### src/rtl/uart_tx_arbiter.sv
// Two-requester arbiter feeding one UART transmitter: packet-locked grants,
// per-grant burst limit and a round-robin priority pointer flipped on release.
module uart_tx_arbiter #(
    parameter int MaxBurst = 16
) (
    input  logic       Clock,
    input  logic       Reset,
    input  logic [7:0] ReqData0,
    input  logic [7:0] ReqData1,
    input  logic       ReqValid0,
    input  logic       ReqValid1,
    input  logic       ReqLast0,
    input  logic       ReqLast1,
    output logic       ReqReady0,
    output logic       ReqReady1,
    output logic [7:0] TxData,
    output logic       TxValid,
    input  logic       TxReady,
    output logic [1:0] Grant
);

    localparam int CntW = $clog2(MaxBurst + 1);

    typedef enum logic [2:0] {IDLE, LOAD, ISSUE, HOLD, DRAIN} state_e;

    state_e            state_q, state_d;
    logic [1:0]        grant_q, grant_d;
    logic              prio_q, prio_d;
    logic [CntW-1:0]   count_q, count_d;
    logic              last_q, last_d;
    logic [7:0]        data_q, data_d;
    logic              valid_q, valid_d;

    logic              sel;
    logic              g_valid;
    logic              g_last;
    logic [7:0]        g_data;

    assign sel     = grant_q[1];
    assign g_valid = sel ? ReqValid1 : ReqValid0;
    assign g_last  = sel ? ReqLast1  : ReqLast0;
    assign g_data  = sel ? ReqData1  : ReqData0;

    always_ff @(posedge Clock or posedge Reset) begin
        if (Reset) begin
            state_q <= IDLE;
            grant_q <= 2'b00;
            prio_q  <= 1'b0;
            count_q <= '0;
            last_q  <= 1'b0;
            data_q  <= 8'h00;
            valid_q <= 1'b0;
        end else begin
            state_q <= state_d;
            grant_q <= grant_d;
            prio_q  <= prio_d;
            count_q <= count_d;
            last_q  <= last_d;
            data_q  <= data_d;
            valid_q <= valid_d;
        end
    end

    always_comb begin
        state_d   = state_q;
        grant_d   = grant_q;
        prio_d    = prio_q;
        count_d   = count_q;
        last_d    = last_q;
        data_d    = data_q;
        valid_d   = 1'b0;
        ReqReady0 = 1'b0;
        ReqReady1 = 1'b0;
        case (state_q)
            IDLE: begin
                if (TxReady && (ReqValid0 || ReqValid1)) begin
                    if (ReqValid0 && (!ReqValid1 || !prio_q)) grant_d = 2'b01;
                    else                                      grant_d = 2'b10;
                    count_d = '0;
                    state_d = LOAD;
                end
            end
            LOAD: begin
                // An idle owner keeps the grant: the packet stays locked.
                if (g_valid) begin
                    ReqReady0 = !sel;
                    ReqReady1 = sel;
                    data_d    = g_data;
                    last_d    = g_last;
                    count_d   = count_q + 1'b1;
                    valid_d   = 1'b1;
                    state_d   = ISSUE;
                end
            end
            ISSUE: state_d = HOLD;
            // Transmitter busy flag lags the strobe, so skip one cycle here.
            HOLD:  state_d = DRAIN;
            DRAIN: begin
                if (TxReady) begin
                    if (last_q || (count_q == CntW'(MaxBurst))) begin
                        prio_d  = !sel;
                        grant_d = 2'b00;
                        state_d = IDLE;
                    end else begin
                        state_d = LOAD;
                    end
                end
            end
            default: state_d = IDLE;
        endcase
    end

    assign TxData  = data_q;
    assign TxValid = valid_q;
    assign Grant   = grant_q;

endmodule

### config.mk
export PLATFORM = sky130hd
export DESIGN_NAME = uart_tx_arbiter
export DESIGN_NICKNAME = d
export VERILOG_FILES = /design/src/rtl/uart_tx_arbiter.sv
export SDC_FILE = /design/constraint.sdc
export NUM_CORES = 1
export LEC_CHECK = 0
export ABC_AREA = 1
export CAP_MARGIN = 20
export CORE_ASPECT_RATIO = 1.5
export CORE_MARGIN = 10
export CORE_UTILIZATION = 41
export CTS_CLUSTER_DIAMETER = 50
export CTS_CLUSTER_SIZE = 12
export DETAILED_ROUTE_END_ITERATION = 7
export HOLD_SLACK_MARGIN = 0.03
export PLACE_DENSITY = 0.78
export SETUP_SLACK_MARGIN = 0.3
export SYNTH_ARGS = -nofsm -noshare
export SYNTH_HDL_FRONTEND = slang
export SYNTH_SLANG_ARGS = --single-unit
### constraint.sdc
create_clock -name Clock -period 1.2 [get_ports Clock]
set_input_delay 0.24 -clock Clock [delete_from_list [all_inputs] [get_ports Clock]]
set_output_delay 0.24 -clock Clock [all_outputs]
set_load 0.01 [all_outputs]
Word level (Yosys, flattened, before mapping)
Index checks and enable logic that the tools add are counted.
W data, S select, Z words.
- input bits: 23
- bits in registers: 21
- word-level logic and storage cells: 55
- equal/unequal tests: 9
- add/sub/neg operators: 1
- reductions and logical operators: 16
- multiplexer cells: 22
- operators with widths (cell ; number):
    $pmux W3 S5 ; 1
    $mux W5 ; 2
    $pmux W5 S2 ; 1
    $mux W1 ; 9
    $mux W3 ; 3
    $reduce_and A3 Y1 ; 3
    $mux W2 ; 4
    $mux W8 ; 1
    $ne A2 B2 Y1 const B ; 4
    $eq A3 B2 Y1 const B ; 2
    $add A5 B1 Y5 const B ; 1
    $eq A5 B5 Y1 const B ; 1
    $pmux W2 S2 ; 1
    $reduce_and A4 Y1 ; 1
    $reduce_bool A2 Y1 ; 2
    $eq A3 B1 Y1 const B ; 1
    $eq A3 B3 Y1 const B ; 1
    $logic_not A1 Y1 ; 3
    $logic_not A3 Y1 ; 1
    $logic_or A1 B1 Y1 ; 3
    $logic_and A1 B1 Y1 ; 2
    $reduce_and A2 Y1 ; 1

Longest topological paths before layout
Gate-level depths: netlist of run 1.
- word-level depth: 6
- mapped depth: 11
- gate-level depth less buffers: 11

Worst setup path before layout of run 1
No wires, ideal clock.
- path kind: flip-flop to output port
- from: reg grant_q[1], in the netlist Grant[1]
- to: out ReqReady0
- arrival: 0.964 ns
- data required time: 0.960 ns
- buffers on the path: 1
- cell stages (with the launch flop): 3
- slack: -0.004 ns
- cell sequence: dfrtp_1 > buf_2 > nor3_1
- longest elaborated chain between the ends: 3
- elaborated cells on any way between the ends: 4
- those cells by class: 3 x mux; 1 x reduce/logical
- RTL lines (item ; RTL line ; source):
    start, declared ; 27 ; logic [1:0] grant_q, grant_d;
    start signal, assigned ; 55 ; grant_q <= grant_d;
    $mux W1 or $logic_not A1 Y1 (tied branches) ; 40, 86 ;
    $mux W1 * ; 85 ; if (g_valid) begin
    $mux W1 * ; 74 ; case (state_q)
    end, declared ; 14 ; output logic ReqReady0,
Every way passes the cells marked *; elsewhere a longest branch is shown, timed or not.

Final worst setup path of run 1
- from: reg grant_q[1], in the netlist Grant[1]
- to: reg data_q[4], in the netlist TxData[4]
- longest elaborated chain between the ends: 2
- elaborated cells on any way between the ends: 3
- those cells by class: 2 x mux; 1 x reduce/logical
- RTL lines (item ; RTL line ; source):
    $mux W1 ; 40 ; assign g_valid = sel ? ReqValid1 : ReqValid0;
    $reduce_and A2 Y1 (no line) ; n/a ;
    end signal, assigned ; 59 ; data_q <= data_d;
    end, declared ; 31 ; logic [7:0] data_q, data_d;
Parallel ways exist; a longest one is shown, timed or not.
A chain may end at the register's enable or synchronous reset.

==> results.md, run 1 <==
- Core Footprint: around 2700 um^2
- Pwr dens: roughly 2600 nW/um^2
- Crit path kind: flip-flop to flip-flop
- Data arrival time of the worst path: ~1.6 ns
- Leading cell type in the layout, fill and taps excluded: buf_4
- Dominant cells by area after synthesis: dfrtp_1, nand2_1, o31ai_2
- Hold WC Path Type: input port to asynchronous set/reset pin
- Crit start category: flip-flop
- Synth Area in XOR/XNOR: approximately 2.3%
- Worst-path fanout max: 12
- Placed inst area: about 1700 um^2
- Fmax: between 600 and 700 MHz
- Later-pin clock latency in the skew report: ~0.25 ns
- Mapped Cells: ~140
- WL per Instance: ~17 um
- Worst setup EP type: flip-flop
- Post-Synth Simple-Gate Area: a little over a quarter
- Root Driver: clkbuf_8
- Overall Power: 5.27 mW
- Syn Nets: around 170
- Yosys top cell area share: a little under half
- Flops & latches, synth: 21
- Adder-cell share of the synthesized area: roughly 2.2%
- IO buf count: 35
- Die ar.: 5350 um^2
- H-tree depth: 1
- Routed Antenna Nets: 0
- DP HPWL: roughly 2500 um
- VDD IR-drop max: ~1600 uV
- DRC viols: 0
- I/O pin cnt: 36
- Mux cell area share after synthesis: 0%
- Yosys warnings: 0
- Setup-failing EPs final: 21
- CTS Buf Count: 3
- Critical path startpoint: Grant[1]
- Fin crit share: 119%
- Drt first pass iters: 4
- PnR worst setup slack: -0.231 ns
- GPL Wtd Cong: ~0.8
- Initial DRC count: 22
- Diode count: 0
- Post-synthesis compound-gate area fraction: approximately 16%
- CTS tree: built
- First-pass GRT wire length: 5930 um
- Vias: approximately 1300
- Routed Wire Length: between 4000 and 5000 um
- Number of global-route vias before repair: around 1300
- Slew margin rel.: 76.8%
- Failing checks: negative setup slack
- Mean post-synth cell area: approximately 8.0 um^2
- CTS Hold Bufs: 0
- Die Wd: roughly 63 um
- Clock Skew: approximately 0.0018 ns
- Share of cells above drive strength 1: ~47%
- All-Layer GR Usage: a little over an eighth
- RSZ-0062 raised after global routing: true
- Tmin final: 1.43 ns
- Area leader, netlist: dfrtp_1
- Util after Layout: 77.2%
- Synth Cell Area: about 1100 um^2
- Gr ovfl total: 0
- Largest family of logic cells by synthesized area: simple AND/OR/NAND/NOR gates
- Status: complete, but fails checks
- Worst-path clk slew: ~0.080 ns
- Row Count: 23
- Actual slew at the worst max-slew pin: approximately 0.35 ns
- Req. time, crit path: between 1 and 1.5 ns
- Seq/Total Area, Yosys: ~46%
- Max-Cap Viols: 0
- CTS sink cnt: 21
- Final Cell Area: 2070 um^2
- Leakage: 1.00 nW
- Vias per cell: 5.01
- Die height: about 85 um
- Reg2reg start: Grant[1]
- Largest net degree at the start of global routing: 22
- Initial antenna violation count: 0
- Initial Utilization: between 40% and 50%
- P&R area growth vs syn: 80.2%
- Most frequent cells in the layout: buf_4, nor2_1, nand2_1
- Final Hold Fails: 0
- Netlist cell types: 22
- # nets final: 244
- Worst-case clock buffer depth: 2
- Fin. max-slew vios: 0
## state kept, by name, indices dropped and copies added (netlist names)
signal,count
TxData,8
count_q,5
state_q,3
Grant,2
TxValid,1
last_q,1
prio_q,1
## cell families (layout without fill, tap and decap cells)
kind of cell | Yosys count | in the layout
compound gates | 20 | 20
xor+xnor | 3 | 3
fa+ha+maj | 2 | 2
buf+inv | 21 | 96
flops | 21 | 21
simple gates | 76 | 76
## power breakdown
| part | total [mW] | internal [mW] | switching, mW | leakage (nW) |
|---|---|---|---|---|
| sequential | 1.23 | 1.01 | 0.217 | 0.268 |
| combinational | 3.58 | 1.77 | 1.81 | 0.710 |
| clock | 0.462 | 0.236 | 0.226 | 0.0228 |
| total | 5.27 | 3.01 | 2.26 | 1.00 |
## worst max-delay path: stages, from the launching register on
cell        delay, ns
dfrtp_1          0.38
buf_4            0.13
buf_4            0.20
clkinvlp_4       0.21
nor2_1           0.28
o31ai_4          0.11
## path summary, 6_finish.rpt
path / endpoint / slack [ns] / cells past startpoint
hold / removal: TxData[5] / 0.31 / 3
setup / recovery: TxData[4] / -0.23 / 5
min in group Clock: Grant[0] / 0.47 / 2
setup reg to reg: TxData[4] / -0.23 / 5
max in group asynchronous: last_q / 0.68 / 3
hold reg to reg: Grant[0] / 0.47 / 2
## stage by stage
stage,std cells,TNS [ns],setup WS [ns],hold WS [ns]
after floorplan,143,0,0.0343,0.217
after global placement,234,-8.12,-0.575,0.456
after detailed placement,234,-8.57,-0.570,0.459
after CTS,244,-2.06,-0.138,0.310
after global routing,255,-4.42,-0.299,0.323
final,255,-3.16,-0.231,0.310
## per-layer routing
metal	share of wire, %	wire, um	vias up	track usage [%]
met5	0	0	-	0
met4	2.2	93	0	5.59
met3	5.7	241	6	3.99
met2	52	2210	40	23.2
met1	40	1700	626	14.5
li1	-	-	605	-
## Yosys cell counts
| cell | n |
|---|---|
| xnor2_1 | 1 |
| nand3_1 | 7 |
| inv_2 | 5 |
| o31ai_1 | 1 |
| buf_6 | 1 |
| ha_1 | 2 |
| o31ai_2 | 9 |
| nor2_1 | 26 |
| inv_1 | 12 |
| nand2_1 | 39 |
| buf_2 | 2 |
| clkinv_1 | 1 |
| dfrtp_1 | 21 |
| nor3_1 | 1 |
| o21ai_1 | 6 |
| a31oi_1 | 1 |
| nand2_2 | 1 |
| nor2_2 | 2 |
| o21ai_0 | 1 |
| o21ai_2 | 1 |
| xor2_1 | 2 |
| o211ai_1 | 1 |
## layout make-up
cell class	instances	area [um^2]
Multi-Input combinational cell	101	698
Timing Repair Buffer	74	674
Fill cell	162	611
Sequential cell	21	526
Inverter	18	76.3
Tap cell	37	46.3
Clock buffer	4	45.0
## what timing repair did
item                       in CTS  in global routing
resized for setup              82                 22
setup endpoints to repair      34                 34
cloned                          0                  2
pin swaps                       4                  8
buffers inserted                6                  9
(Power assumes the default switching activity.)
==> run 2, diff against run 1 <==
Settings changed: CORE_MARGIN 10 to unset, GPL_TIMING_DRIVEN set to 0.
==> run 2 against run 1 <==
The flow still finishes with violations (negative setup slack). Clock power increased by 2%. Routed wire length decreased by 8.3%. Total power decreased by 2.0%. Critical endpoint is now ReqReady0. Sequential cell count unchanged. Sequential share of layout area increased by 0.50 points. Non-clock buffer count decreased by 10. Sequential power increased by 4%. Via count about the same. Largest cell class unchanged.
==> results.md, run 2 (synthesized netlist as in run 1, its figures left out) <==
- Status: complete, but fails checks
- Failing checks: negative setup slack
- Die ar.: 3020 um^2 (-44%)
- CTS sink cnt: 21 (unchanged)
- Clock Skew: 0.00686 ns (+0.00502 ns)
- Die height: 66.8 um (-21%)
- Initial DRC count: 54 (+150%)
- Worst-path fanout max: 4 (-8)
- Tmin final: 1.43 ns (+0.00289 ns)
- Fin. max-slew vios: 0 (unchanged)
- Actual slew at the worst max-slew pin: 0.478 ns (+0.131 ns)
- # nets final: 234 (-4.1%)
- First-pass GRT wire length: 5440 um (-8.3%)
- GPL Wtd Cong: 0.910 (+12%)
- Hold WC Path Type: input port to asynchronous set/reset pin
- Data arrival time of the worst path: 1.19 ns (-0.37 ns)
- Placed Cells: 215 (-8.1%)
- Leading cell type in the layout, fill and taps excluded: nor2_1
- Crit path kind: flip-flop to output port
- All-Layer GR Usage: 25.4% (+12 points)
- DP HPWL: 2020 um (-18%)
- Setup-failing EPs final: 22 (+4.8%)
- Largest net degree at the start of global routing: 22 (unchanged)
- Pwr dens: 2540 nW/um^2 (-0.55%)
- WL per Instance: 15.9 um (-4.5%)
- Initial Utilization: 42.8% (unchanged)
- Number of global-route vias before repair: 1213 (-6.0%)
- H-tree depth: 1 (unchanged)
- Post-route setup TNS: -3.42 ns (-0.258 ns)
- Drt first pass iters: 4 (unchanged)
- P&R area growth vs syn: 77.6%
- IO buf count: 35 (unchanged)
- RSZ-0062 raised after global routing: true
- Vias: 1276 (-0.078%)
- PnR worst setup slack: -0.234 ns (-0.00289 ns)
- Max reg flops: 8 (unchanged)
- Slew margin rel.: 68.1% (-8.7 points)
- DRC viols: 0 (unchanged)
- Leakage: 0.982 nW (-1.8%)
- Fmax: 697 MHz (-0.20%)
- Most frequent cells in the layout: nor2_1, clkdlybuf4s50_1, dfrtp_1, nand2_1
- CTS Buf Count: 3 (unchanged)
- CTS tree: built
- Crit start category: flip-flop
- Max-Cap Viols: 0 (unchanged)
- Initial antenna violation count: 0 (unchanged)
- Req. time, crit path: 0.96 ns (-0.37 ns)
- Root Driver: clkbuf_8
- I/O pin cnt: 36 (unchanged)
- Fin cells: 245 (-3.9%)
- Gr ovfl total: 0 (unchanged)
- CTS Hold Bufs: 0 (unchanged)
- Fin crit share: 120% (+0.24 points)
- Final Hold Fails: 0 (unchanged)
- VDD IR-drop max: 1700 uV (+9.3%)
- Routed Antenna Nets: 0 (unchanged)
- Worst-path clk slew: 0.08 ns (about the same)
- Core Footprint: 2680 um^2 (unchanged)
- Vias per cell: 5.21 (+4.0%)
- Worst-case clock buffer depth: 2 (unchanged)
- Die Wd: 45.2 um (-28%)
- Place WS: -0.577 ns (-0.00675 ns)
- Later-pin clock latency in the skew report: 0.26 ns (about the same)
- Share of cells above drive strength 1: 47.6% (+0.81 points)
- Worst setup EP type: output port
- Overall Power: 5.16 mW (-2.0%)
- Routed Wire Length: 3900 um (-8.3%)
- Row Count: 23 (unchanged)
- Diode count: 0 (unchanged)
-- run 2: changes by cell type in the layout (fill, tap and decap cells not counted), sizes merged --
cell	delta
clkbuf	-1
dlygate4sd2	-1
inv	-1
clkinvlp	+1
clkdlybuf4s50	-1
dlymetal6s2s	+2
buf	-9
-- run 2: path summary, 6_finish.rpt --
path	startpoint	end	slack, ns	cells past startpoint
setup / recovery	state_q[1]	ReqReady0	-0.23	4
hold / removal	Reset	TxData[4]	0.34	2
setup reg to reg	state_q[2]	TxData[1]	-0.20	8
hold reg to reg	TxData[0]	TxData[0]	0.49	2
max in group asynchronous	Reset	Grant[1]	0.56	2
min in group Clock	ReqValid0	Grant[0]	0.49	5
-- run 2: power by group --
part	internal [mW]	switching [mW]
registers	1.02	0.263
clock network	0.237	0.235
logic	1.65	1.76
-- run 2: worst max-delay path, stage by stage, from the launching register on --
cell and delay, ns:
dfrtp_1 0.43, inv_2 0.10, nand3_4 0.09, nor3_2 0.15, buf_2 0.17
-- run 2: what timing repair did --
| item | CTS | global route |
|---|---|---|
| gates resized for setup | 96 | 26 |
| buffers inserted | 19 | 5 |
| endpoints found under the setup margin | 55 | 34 |
| pin swaps | 15 | 15 |
| gates cloned | 1 | 1 |
-- run 2: routing by layer --
| metal | up-vias | track usage (%) | wire, um | part of all wire [%] |
|---|---|---|---|---|
| met4 | 0 | 12.9 | 148 | 3.8 |
| met3 | 17 | 2.44 | 187 | 4.8 |
| met1 | 621 | 27.6 | 1380 | 36 |
| met2 | 58 | 46.6 | 2180 | 56 |
| met5 | - | 0 | 0 | 0 |
| li1 | 580 | - | - | - |
-- run 2: final cells by class --
cell class | count | area (um^2)
Sequential cell | 21 | 528
Clock buffer | 4 | 45.0
Multi-Input combinational cell | 101 | 729
Timing Repair Buffer | 61 | 569
Fill cell | 167 | 641
Tap cell | 37 | 46.3
Buffer | 3 | 41.3
Inverter | 18 | 76.3
-- run 2: stage by stage --
| step | area [um^2] | util, % | hold WS (ns) |
|---|---|---|---|
| 6_report | 2040 | 76.1 | 0.338 |
| 3_3_place_gp | 1560 | 58.2 | 0.460 |
| 5_1_grt | 2040 | 76.1 | 0.396 |
| 4_1_cts | 1860 | 69.5 | 0.358 |
| 2_1_floorplan | 1160 | - | 0.217 |
| 3_5_place_dp | 1560 | 58.2 | 0.459 |
==> RTL edit: new RTL, settings of run 1 <==
Put one more register stage on the output `TxData`, without a reset. The value now appears one clock later. The other outputs are not delayed to match.
--- a/src/rtl/uart_tx_arbiter.sv
+++ b/src/rtl/uart_tx_arbiter.sv
@@ -111,5 +111,7 @@
     end
 
-    assign TxData  = data_q;
+    always_ff @(posedge Clock) begin
+        TxData <= data_q;
+    end
     assign TxValid = valid_q;
     assign Grant   = grant_q;
Formal check against the unedited RTL: not equivalent (Yosys sat finds a counterexample within 4 cycles, from zero or initial values and one cycle with Reset high).
==> RTL edit against run 1 <==
  * The run still ends with negative setup slack left
  * Routed wire length down 6.5%
  * Synthesized area is 13% higher
  * Non-clock buffer count shrank 7
  * Sequential share of layout area rose by 6.5 points
  * Worst setup slack improved by 0.011 ns
  * Sequential cell count is 8 higher
  * Total power is 7.6% higher
  * Design area is 4.4% higher
  * Critical endpoint is now state_q[1]$_DFFE_PP0P_
  * Largest power group unchanged
==> RTL edit: results (changes against run 1) <==
\begin{tabular}{lr}
\hline
Metric & Value \\
\hline
\multicolumn{2}{l}{\textbf{Logic synthesis}} \\
Fraction of registers with async set/reset & 0.724 (-0.276) \\
Sequential element share of the synthesized area & 0.529 (+0.0704) \\
Mapped Nets & 184 (+9.5\%) \\
Most numerous cell types in the synthesized netlist & nand2\_1 (42), nor2\_1 (33), dfrtp\_1 (21) \\
Count of different cell masters after synthesis & 21 (-4.5\%) \\
\multicolumn{2}{l}{\textbf{Timing}} \\
Least setup slack across all paths after layout & -0.220 ns (+0.0114 ns) \\
Worst-margin pin slew & 0.295 ns (-0.0520 ns) \\
Clock Skews & 0.00529 ns (+0.00345 ns) \\
Number of setup violations in the final report & 24 (+14\%) \\
\multicolumn{2}{l}{\textbf{Drt}} \\
Wire length on met3 & 231 um (-4.1\%) \\
Via count & 1294 (+1.3\%) \\
Met1 routed wirelength after detailed routing & 1.53 mm (-9.9\%) \\
Detailed-route wire length per cell & 14.7 um (-12\%) \\
DRT iter0 DRCs & 48 (+120\%) \\
\multicolumn{2}{l}{\textbf{Global route}} \\
Aggregate global-route resource usage & 0.140 (+0.00755) \\
Wire length of the first global-routing pass & 6.38 mm (+7.7\%) \\
Number of global-route vias before repair & 1373 (+6.4\%) \\
\multicolumn{2}{l}{\textbf{Clocking}} \\
Clock insertion delay at the later pin of the skew report & 0.28 ns (+0.03 ns) \\
Total number of H-tree levels & 2 (+1) \\
\multicolumn{2}{l}{\textbf{Setup path}} \\
Largest fanout on the critical path & 4 (-8) \\
Worst endpoint data arrival time & 1.59 ns (+0.03 ns) \\
\multicolumn{2}{l}{\textbf{Placed design}} \\
Worst slack at placement & -0.588 ns (-0.0184 ns) \\
Final GP Congestion & 0.855 (+5.2\%) \\
\multicolumn{2}{l}{\textbf{Outcome}} \\
Failing checks & negative setup slack \\
Run status & finished, violations left \\
\multicolumn{2}{l}{\textbf{Layout}} \\
Ratio of cells with drive above 1 in the final layout & 0.411 (-0.0566) \\
\multicolumn{2}{l}{\textbf{Power and ir drop}} \\
Maximum VDD drop & 1.99 mV (+28\%) \\
\hline
\end{tabular}
## RTL edit: cell count changes after synthesis, moves of 2 or more
cell | run 1 | this run
nor2_1 | 26 | 33
o21ai_1 | 6 | 1
nand2_1 | 39 | 42
o31ai_1 | 1 | 8
o21ai_0 | 1 | 4
inv_1 | 12 | 16
o31ai_2 | 9 | 0
dfxtp_1 | 0 | 8
buf_2 | 2 | 0
inv_2 | 5 | 1
nand2_2 | 1 | 3
nor2_2 | 2 | 0
## RTL edit: final timing paths
kind                                        start                      to  slack, ns
max in group asynchronous                   Reset    Grant[1]$_DFFE_PP0P_       0.73
min                                         Reset  count_q[0]$_DFFE_PP0P_       0.31
max reg2reg                state_q[1]$_DFFE_PP0P_  state_q[1]$_DFFE_PP0P_      -0.22
max                        state_q[1]$_DFFE_PP0P_  state_q[1]$_DFFE_PP0P_      -0.22
min in group Clock          data_q[5]$_DFFE_PP0P_       TxData[5]$_DFF_P_       0.37
min reg2reg                 data_q[5]$_DFFE_PP0P_       TxData[5]$_DFF_P_       0.37
## RTL edit: logic make-up (layout without fill, tap and decap cells)
logic type | Yosys count | count (layout) | synth area share
adder cells (fa/ha/maj) | 2 | 2 | 0.0193
buffers and inverters | 21 | 93 | 0.0724
AND/OR/NAND/NOR | 89 | 89 | 0.275
XOR/XNOR | 2 | 2 | 0.0135
flip-flops | 29 | 29 | 0.529
AO/OA/AOI/OAI | 16 | 16 | 0.0907
## RTL edit: final cells by class
cell class / count / area, um2 / share of cell area
Inverter: 18 / 70.1 / 0.0325
Timing Repair Buffer: 67 / 586 / 0.271
Sequential cell: 29 / 688 / 0.319
Multi-Input combinational cell: 109 / 663 / 0.307
Clock buffer: 7 / 96.3 / 0.0447
Tap cell: 39 / 48.8 / 0.0226
Clock inverter: 1 / 5.00 / 0.00232
## RTL edit: critical path, cell delays in order, from the launching register on
cell and delay (ns):
dfrtp_1 0.40, buf_6 0.12, buf_6 0.11, nor2_4 0.17, nand2_4 0.10, nor2_4 0.13, inv_2 0.06, nand2_2 0.08
buf_4 0.11, nor3_1 0.03
## RTL edit: layer usage
metal	vias up	track usage
met1	611	0.142
met4	0	0.0508
met2	36	0.253
met3	7	0.0544
li1	640	-
met5	-	0
## RTL edit: where the power goes
group	switching, mW	leakage (nW)	internal (mW)	total (mW)
registers	0.242	0.334	1.42	1.67
clock network	0.371	0.0542	0.518	0.889
logic	1.62	0.693	1.49	3.11
total	2.23	1.08	3.44	5.67
## RTL edit: stage by stage
stage,instance area (um2),setup TNS [ns],hold WS [ns],cells
after floorplan,1310,-0.132,0.216,159
after global placement,1880,-8.39,0.352,253
after detailed placement,1880,-8.72,0.355,253
after CTS,2060,-2.87,0.302,264
after global routing,2160,-6.20,0.334,270
final,2160,-4.01,0.315,270
